[config.mk]
export PLATFORM = sky130hd
export DESIGN_NAME = shift_mult16_seq
export DESIGN_NICKNAME = d
export VERILOG_FILES = /design/src/rtl/shift_mult16_seq_pkg.sv /design/src/rtl/shift_mult16_seq.sv
export SDC_FILE = /design/constraint.sdc
export NUM_CORES = 1
export LEC_CHECK = 0
export CORE_MARGIN = 2
export CORE_UTILIZATION = 42
export DETAILED_ROUTE_END_ITERATION = 6
export PLACE_DENSITY = 0.83
export SETUP_SLACK_MARGIN = 0.15
export SYNTH_ARGS = -nofsm -noshare
export SYNTH_HDL_FRONTEND = slang
export SYNTH_SLANG_ARGS = --single-unit
[constraint.sdc]
create_clock -name clk -period 2.3 [get_ports clk]
set_clock_uncertainty 0.05 [all_clocks]
set_input_delay 0.46 -clock clk [delete_from_list [all_inputs] [get_ports clk]]
set_output_delay 0.46 -clock clk [all_outputs]
set_load 0.02 [all_outputs]
[src/rtl/shift_mult16_seq_pkg.sv]
// Shared constants for the serial shift-add multiplier and its sequencer.
package shift_mult16_seq_pkg;

   localparam int MULT_B_WIDTH = 8;

   localparam logic [1:0] IDLE = 2'd0;
   localparam logic [1:0] LOAD = 2'd1;
   localparam logic [1:0] RUN  = 2'd2;
   localparam logic [1:0] DONE = 2'd3;

   typedef enum logic [1:0] {
      ST_IDLE = IDLE,
      ST_LOAD = LOAD,
      ST_RUN  = RUN,
      ST_DONE = DONE
   } seq_state_t;

endpackage

[src/rtl/shift_mult16_seq.sv]
// Sequencer for the negedge serial multiplier: accept operands, run B_WIDTH steps, return result.
// Result valid B_WIDTH+1 cycles after accept; result held in DONE until out_ready, no input queuing.
module shift_mult16_seq
   import shift_mult16_seq_pkg::*;
#(
   parameter int B_WIDTH = MULT_B_WIDTH
) (
   input  logic               clk,
   input  logic               rst,
   input  logic               in_valid,
   output logic               in_ready,
   input  logic [15:0]        in_a,
   input  logic [B_WIDTH-1:0] in_b,
   output logic               out_valid,
   input  logic               out_ready,
   output logic [15:0]        out_y,
   output logic               busy,
   output logic               mult_rst,
   output logic [15:0]        mult_a,
   output logic [B_WIDTH-1:0] mult_b,
   input  logic [15:0]        mult_y
);

   localparam int CNT_W = $clog2(B_WIDTH + 1);

   seq_state_t         state;
   logic [CNT_W-1:0]   cnt;
   logic [15:0]        a_q;
   logic [B_WIDTH-1:0] b_q;
   logic [15:0]        y_q;

   always_ff @(posedge clk) begin
      if (rst) begin
         state <= ST_IDLE;
         cnt   <= '0;
         a_q   <= '0;
         b_q   <= '0;
         y_q   <= '0;
      end else begin
         case (state)
            ST_IDLE: begin
               if (in_valid) begin
                  a_q   <= in_a;
                  b_q   <= in_b;
                  state <= ST_LOAD;
               end
            end
            ST_LOAD: begin
               cnt   <= CNT_W'(B_WIDTH);
               state <= ST_RUN;
            end
            ST_RUN: begin
               cnt <= cnt - CNT_W'(1);
               // By this edge the multiplier has taken its B_WIDTH-th negedge step.
               if (cnt == CNT_W'(1)) begin
                  y_q   <= mult_y;
                  state <= ST_DONE;
               end
            end
            ST_DONE: begin
               if (out_ready) state <= ST_IDLE;
            end
            default: state <= ST_IDLE;
         endcase
      end
   end

   // Everything below depends only on registered state.
   assign in_ready  = (state == ST_IDLE);
   assign out_valid = (state == ST_DONE);
   assign busy      = (state == ST_LOAD) || (state == ST_RUN);
   assign mult_rst  = (state != ST_RUN);
   assign out_y     = y_q;
   assign mult_a    = a_q;
   assign mult_b    = b_q;

endmodule

Yosys cells after proc, flatten, opt, wreduce, memory -nomap -nowiden

Index checks and enable logic that the tools add are counted.

Register bits after elaboration: 46
Memory bits (read-only): 0
RAM bits: 0
Word-level logic and storage cells: 25
Output and inout bits: 44
Memories: 0
Input port bits: 44
Latch bits: 0

Multiply operators: 0
Reductions and logical operators: 6
Bitwise operators: 0
Mux-type cells: 5
$add $sub $neg: 1
Divide/modulo/power cells: 0
Order comparisons: 0
Equal/unequal tests: 8
Shifts and indexed selects: 0

Operators by type and width:

| operator              | number |
|---|---|
| $pmux W2 S4           | 1 |
| $pmux W4 S2           | 1 |
| $mux W2               | 3 |
| $ne A2 B2 Y1 const B  | 3 |
| $eq A2 B2 Y1 const B  | 2 |
| $eq A4 B1 Y1 const B  | 1 |
| $reduce_and A2 Y1     | 2 |
| $sub A4 B1 Y4 const B | 1 |
| $reduce_and A3 Y1     | 1 |
| $eq A2 B1 Y1 const B  | 1 |
| $logic_not A2 Y1      | 1 |
| $ne A2 B1 Y1 const B  | 1 |
| $reduce_bool A2 Y1    | 1 |
| $logic_or A1 B1 Y1    | 1 |

Logic depth before layout (Yosys ltp)

Word-level depth: 3
Gate-level depth with buffers: 8

Least setup slack after synthesis

OpenSTA, ideal clock, no wires.

Path kind: reg-to-reg
From: register state[1]
To: register cnt[1]
Arrival: 1.449 ns
Clock period less this slack: 1.569 ns
Library setup time: 0.070 ns
Cell stages (with the launch flop): 6
Data required time: 2.180 ns
Setup slack: 0.731 ns
Cell sequence: dfxtp_1 inv_1 ha_1 inv_1 or3_1 a21oi_1

Word-level cells in the longest chain between the ends: 2
Elaborated cells on any way between the ends: 4

Ends and longest elaborated chain:

| element                                           | RTL line               | text |
|---|---|---|
| start, declared                                   | shift_mult16_seq.sv:26 | `seq_state_t state;` |
| start signal, assigned                            | shift_mult16_seq.sv:34 | `state <= ST_IDLE;` |
| start signal, assigned                            | shift_mult16_seq.sv:45 | `state <= ST_LOAD;` |
| start signal, assigned                            | shift_mult16_seq.sv:50 | `state <= ST_RUN;` |
| $eq A2 B2 Y1 or $eq A2 B1 Y1 (tied branches)      | shift_mult16_seq.sv:40 | `case (state)` |
| $pmux W4 S2 or $reduce_bool A2 Y1 (tied branches) | -                      |  |
| end signal, assigned                              | shift_mult16_seq.sv:49 | `cnt <= CNT_W'(B_WIDTH);` |
| end signal, assigned                              | shift_mult16_seq.sv:53 | `cnt <= cnt - CNT_W'(1);` |
| end, declared                                     | shift_mult16_seq.sv:27 | `logic [CNT_W-1:0] cnt;` |

Several ways; a longest one is shown, not always the timed one.
A chain may end at the register's enable or synchronous reset.

Final worst setup path

From: register state[0]
To: output busy

Word-level cells in the longest chain between the ends: 2
Elaborated cells on any way between the ends: 3

Ends and longest elaborated chain:

| element                                      | RTL line               | text |
|---|---|---|
| $eq A2 B1 Y1 or $eq A2 B2 Y1 (tied branches) | shift_mult16_seq.sv:71 | `assign busy = (state == ST_LOAD) \|\| (state == ST_RUN);` |
| $logic_or A1 B1 Y1 (*)                       | shift_mult16_seq.sv:71 |  |
| end, declared                                | shift_mult16_seq.sv:17 | `output logic busy,` |

Mark *: on every way between the ends. The rest lies on a longest branch, timed or not.

==> results.py <==
metrics = {
    "status": {
        "run_status": "finished, final reports clean",
    },
    "yosys": {
        "synth_top_family_by_area": "simple AND/OR/NAND/NOR gates",
        "number_of_instances_in_the_synthesized_netlist": 220,
        "synth-adder-area-share_pct": 3.56,
        "synth-seq-area-share_pct": 52.5,
        "synth_compound_gate_area_share_pct": 14.5,
        "synth_warnings": 0,
        "syn_area_um2": 1760,
        "number_of_enable_flip_flop_cells_after_synthesis": 0,
        "synth_mux_area_share_pct": 0.570,
        "postSynthRegisterBits": 46,
        "synth_simple_gate_area_share_pct": 23.7,
        "ys_dominant_reg_cell": "sky130_fd_sc_hd__dfxtp_1",
        "postSynthAreaPerCell_um2": 7.98,
        "yosys.cell_types.count": 25,
        "synth_xor_area_share_pct": 0,
        "synth_fp_nets": 269,
        "synthArstFlopShare_pct": 0,
    },
    "setup_path": {
        "setup.worst_path.class": "flop to output pin",
        "worstPathMaxFanout": 7,
        "regToRegSetupSlack_ns": 0.63,
        "worst_r2r_path_depth": 4,
        "r2r_start": "cnt[0]",
        "worst_ep_arrival_time_ns": 1.48,
        "cp-end-kind": "output pin",
        "regToRegEndpoint": "state[0]",
        "critPathRequiredTime_ns": 1.79,
        "timing.critical_path.from_type": "flop",
    },
    "timing": {
        "timing.final.crit_period_ns": 1.99,
        "final_max_slew_viol_count": 0,
        "timing.fmax_mhz": 502,
        "timing.final.setup_violations": 0,
        "relSlewSlack_pct": 77.6,
        "setup_repair_after_global_routing_missed_its_margin": "no",
        "hold_viol_final": 0,
        "timing.setup.tns_ns": 0,
        "final.period_utilization_pct": 86.6,
        "worstMarginPinSlew_ns": 0.336,
    },
    "hold_path": {
        "timing.hold.worst_endpoint": "mult_b[3]",
        "hp-class": "flop to flop",
        "hold_start": "mult_b[3]",
        "min_path_cells": 2,
    },
    "drt": {
        "post-route-drc-count": 0,
        "route.detailed.vias_per_inst": 4.79,
        "detailroute.via_count": 1699,
        "totalWireLength_um": 4220,
        "drt.antenna.violating_nets": 0,
        "drt-wirelength-per-cell_um": 11.9,
        "drt_pre_antenna_iters": 4,
        "drt_iter0_drcs": 138,
    },
    "layout": {
        "area_growth_syn_to_layout_pct": 60.5,
        "final_standard_cell_count_with_taps_included_and_fillers_excluded": 355,
        "num_antenna_cells": 0,
        "layout-drive-gt1-share_pct": 4.92,
        "layout.nets": 353,
        "n_fill_cell": 334,
    },
    "grt": {
        "grt_start_max_net_pins": 48,
        "grt_pass1_wl_um": 6600,
        "grt_pass1_vias": 1556,
        "overflow": 0,
        "total_global_route_track_usage_pct": 18.7,
        "antenna_found_initial": 0,
    },
    "clock_tree": {
        "clock_tree_from_tritoncts": "built",
        "cts.sinks": 46,
        "h-tree-depth": 2,
        "max_buffers_root_to_sink": 2,
        "cts_root_buf": "sky130_fd_sc_hd__clkbuf_8",
        "cts_made_buffers": 5,
        "path_clk_slew_ns": 0.08,
        "clk-insertion-delay-late_ns": 0.29,
        "postCtsSetupRepairBufs": 0,
        "cts.hold.buffers_added": 0,
    },
    "floorplanning": {
        "fp.dieW_um": 68.7,
        "placement_rows": 23,
        "die_h_um": 68.7,
        "core_area_um2": 4000,
        "number_of_top_level_pins": 88,
        "starting_density_of_the_core_pct": 43.9,
        "die_area_um2": 4710,
    },
    "place": {
        "place.detailed.instances": 347,
        "hpwlAfterDp_um": 2970,
        "gp_routability_congestion": 0.746,
        "port_buffers": 87,
    },
    "flow_run": {
        "count_of_max_cap_constraint_violations": 0,
    },
    "power": {
        "vdd_drop_max_v": 0.000571,
        "netSwitchingPower_mw": 0.845,
        "power_frac_comb_pct": 35.7,
        "p_seq_share_pct": 37.2,
        "p_total_mw": 2.66,
        "swShare_pct": 31.8,
        "power-per-cell-area_nw_per_um2": 943,
        "p_leak_nw": 1.02,
        "power_frac_clock_pct": 27.1,
        "p_int_mw": 1.81,
    },
}
-- final cells by class --
| class | count | area [µm²] | area share [%] |
|---|---|---|---|
| Tap cell | 50 | 62.6 | 2.22 |
| Timing Repair Buffer | 92 | 921 | 32.7 |
| Clock buffer | 6 | 82.6 | 2.93 |
| Sequential cell | 46 | 921 | 32.7 |
| Inverter | 7 | 26.3 | 0.933 |
| Clock inverter | 2 | 60.1 | 2.13 |
| Multi-Input combinational cell | 152 | 744 | 26.4 |
-- sequential cells by signal, summed over array words and instances (netlist names) --
name / count
out_y: 16
cnt: 4
mult_a: 16
state: 2
mult_b: 8
-- worst max path at each step --
stage               slack [ns]  cells after the start  endpoint     start
CTS                       0.19                      3  in_ready  state[0]
global route              0.21                      3      busy  state[0]
detailed placement        0.34                      3      busy  state[0]
finish                    0.31                      3      busy  state[0]
global placement          0.39                      3      busy  state[1]
floorplan                 0.73                      5    cnt[1]  state[1]
-- critical path: stages, from the launching register on --
cell and delay, ns:
sky130_fd_sc_hd__dfxtp_1 0.36, sky130_fd_sc_hd__inv_1 0.09, sky130_fd_sc_hd__ha_1 0.39, sky130_fd_sc_hd__dlygate4sd2_1 0.36
-- layout by cell type, fill, tap and decap left out --
| cell | n |
|---|---|
| sky130_fd_sc_hd__dfxtp_1 | 46 |
| sky130_fd_sc_hd__a21oi_1 | 44 |
| sky130_fd_sc_hd__nand4bb_1 | 1 |
| sky130_fd_sc_hd__ha_1 | 5 |
| sky130_fd_sc_hd__nor4_1 | 1 |
| sky130_fd_sc_hd__buf_12 | 1 |
| sky130_fd_sc_hd__dlygate4sd2_1 | 2 |
| sky130_fd_sc_hd__or3b_1 | 1 |
| sky130_fd_sc_hd__or3_1 | 1 |
| sky130_fd_sc_hd__nand2b_1 | 2 |
| sky130_fd_sc_hd__bufinv_16 | 2 |
| sky130_fd_sc_hd__nor3_1 | 2 |
| sky130_fd_sc_hd__o21ai_0 | 1 |
| sky130_fd_sc_hd__nand3_1 | 2 |
| sky130_fd_sc_hd__nand2_1 | 83 |
| sky130_fd_sc_hd__a211oi_2 | 1 |
| sky130_fd_sc_hd__clkdlybuf4s50_1 | 84 |
| sky130_fd_sc_hd__a221o_1 | 1 |
| sky130_fd_sc_hd__and2_1 | 1 |
| sky130_fd_sc_hd__dlymetal6s2s_1 | 1 |
| sky130_fd_sc_hd__inv_1 | 7 |
| sky130_fd_sc_hd__nand4b_1 | 1 |
| sky130_fd_sc_hd__o31ai_1 | 1 |
| sky130_fd_sc_hd__and4bb_2 | 1 |
| sky130_fd_sc_hd__mux2i_1 | 1 |
| sky130_fd_sc_hd__nor2b_1 | 2 |
| sky130_fd_sc_hd__buf_4 | 4 |
| sky130_fd_sc_hd__clkbuf_8 | 6 |
-- layer usage --
layer	wire (µm)	global-route usage (%)	share of wire, %	up-vias
met5	0	0	0	-
met4	59	8.00	1.4	0
met3	496	7.79	12	7
met2	1940	31.7	46	65
met1	1730	20.3	41	752
li1	-	-	-	875
-- synth_stat cells (2+ instances only) --
cell type	count	area, µm²
sky130_fd_sc_hd__nand2_1	83	312
sky130_fd_sc_hd__dfxtp_1	46	921
sky130_fd_sc_hd__a21oi_1	44	220
sky130_fd_sc_hd__clkbuf_1	8	30.0
sky130_fd_sc_hd__inv_1	7	26.3
sky130_fd_sc_hd__buf_2	5	25.0
sky130_fd_sc_hd__ha_1	5	62.6
sky130_fd_sc_hd__nand2b_1	2	12.5
sky130_fd_sc_hd__nand3_1	2	10.0
sky130_fd_sc_hd__nor2b_1	2	12.5
sky130_fd_sc_hd__nor3_1	2	10.0
-- cells by family (layout without fill, tap and decap cells) --
| family | count (synthesis) | after routing |
|---|---|---|
| muxes | 1 | 1 |
| AOI/OAI and AO/OA | 48 | 48 |
| and+or+nand+nor | 98 | 98 |
| DFF | 46 | 46 |
| adders and majority gates | 5 | 5 |
| buffers and inverters | 22 | 107 |
-- metrics by stage --
stage	util, %	setup WS [ns]	hold WS, ns	cell area (µm²)
after floorplan	-	0.731	0.418	1760
after global placement	66.9	0.392	0.391	2680
after detailed placement	66.9	0.343	0.396	2680
after CTS	70.4	0.189	0.407	2820
after global routing	70.4	0.214	0.419	2820
final	70.4	0.308	0.405	2820
-- power groups by stage --
stage	Clock, mW	Combinational [mW]	Sequential, mW
2_1_floorplan	0	0.469	1.10
3_3_place_gp	0	0.965	1.00
3_5_place_dp	0	0.977	1.01
4_1_cts	0.739	0.963	0.990
5_1_grt	0.775	1.05	1.01
6_report	0.721	0.948	0.989
-- what timing repair did --
| action | in CTS | in global routing |
|---|---|---|
| endpoints found under the hold margin | 0 | 0 |
| setup endpoints to repair | 2 | 1 |
| gates cloned | 0 | 0 |
| resized for setup | 2 | 1 |
Power figures use the tool's default switching activity.
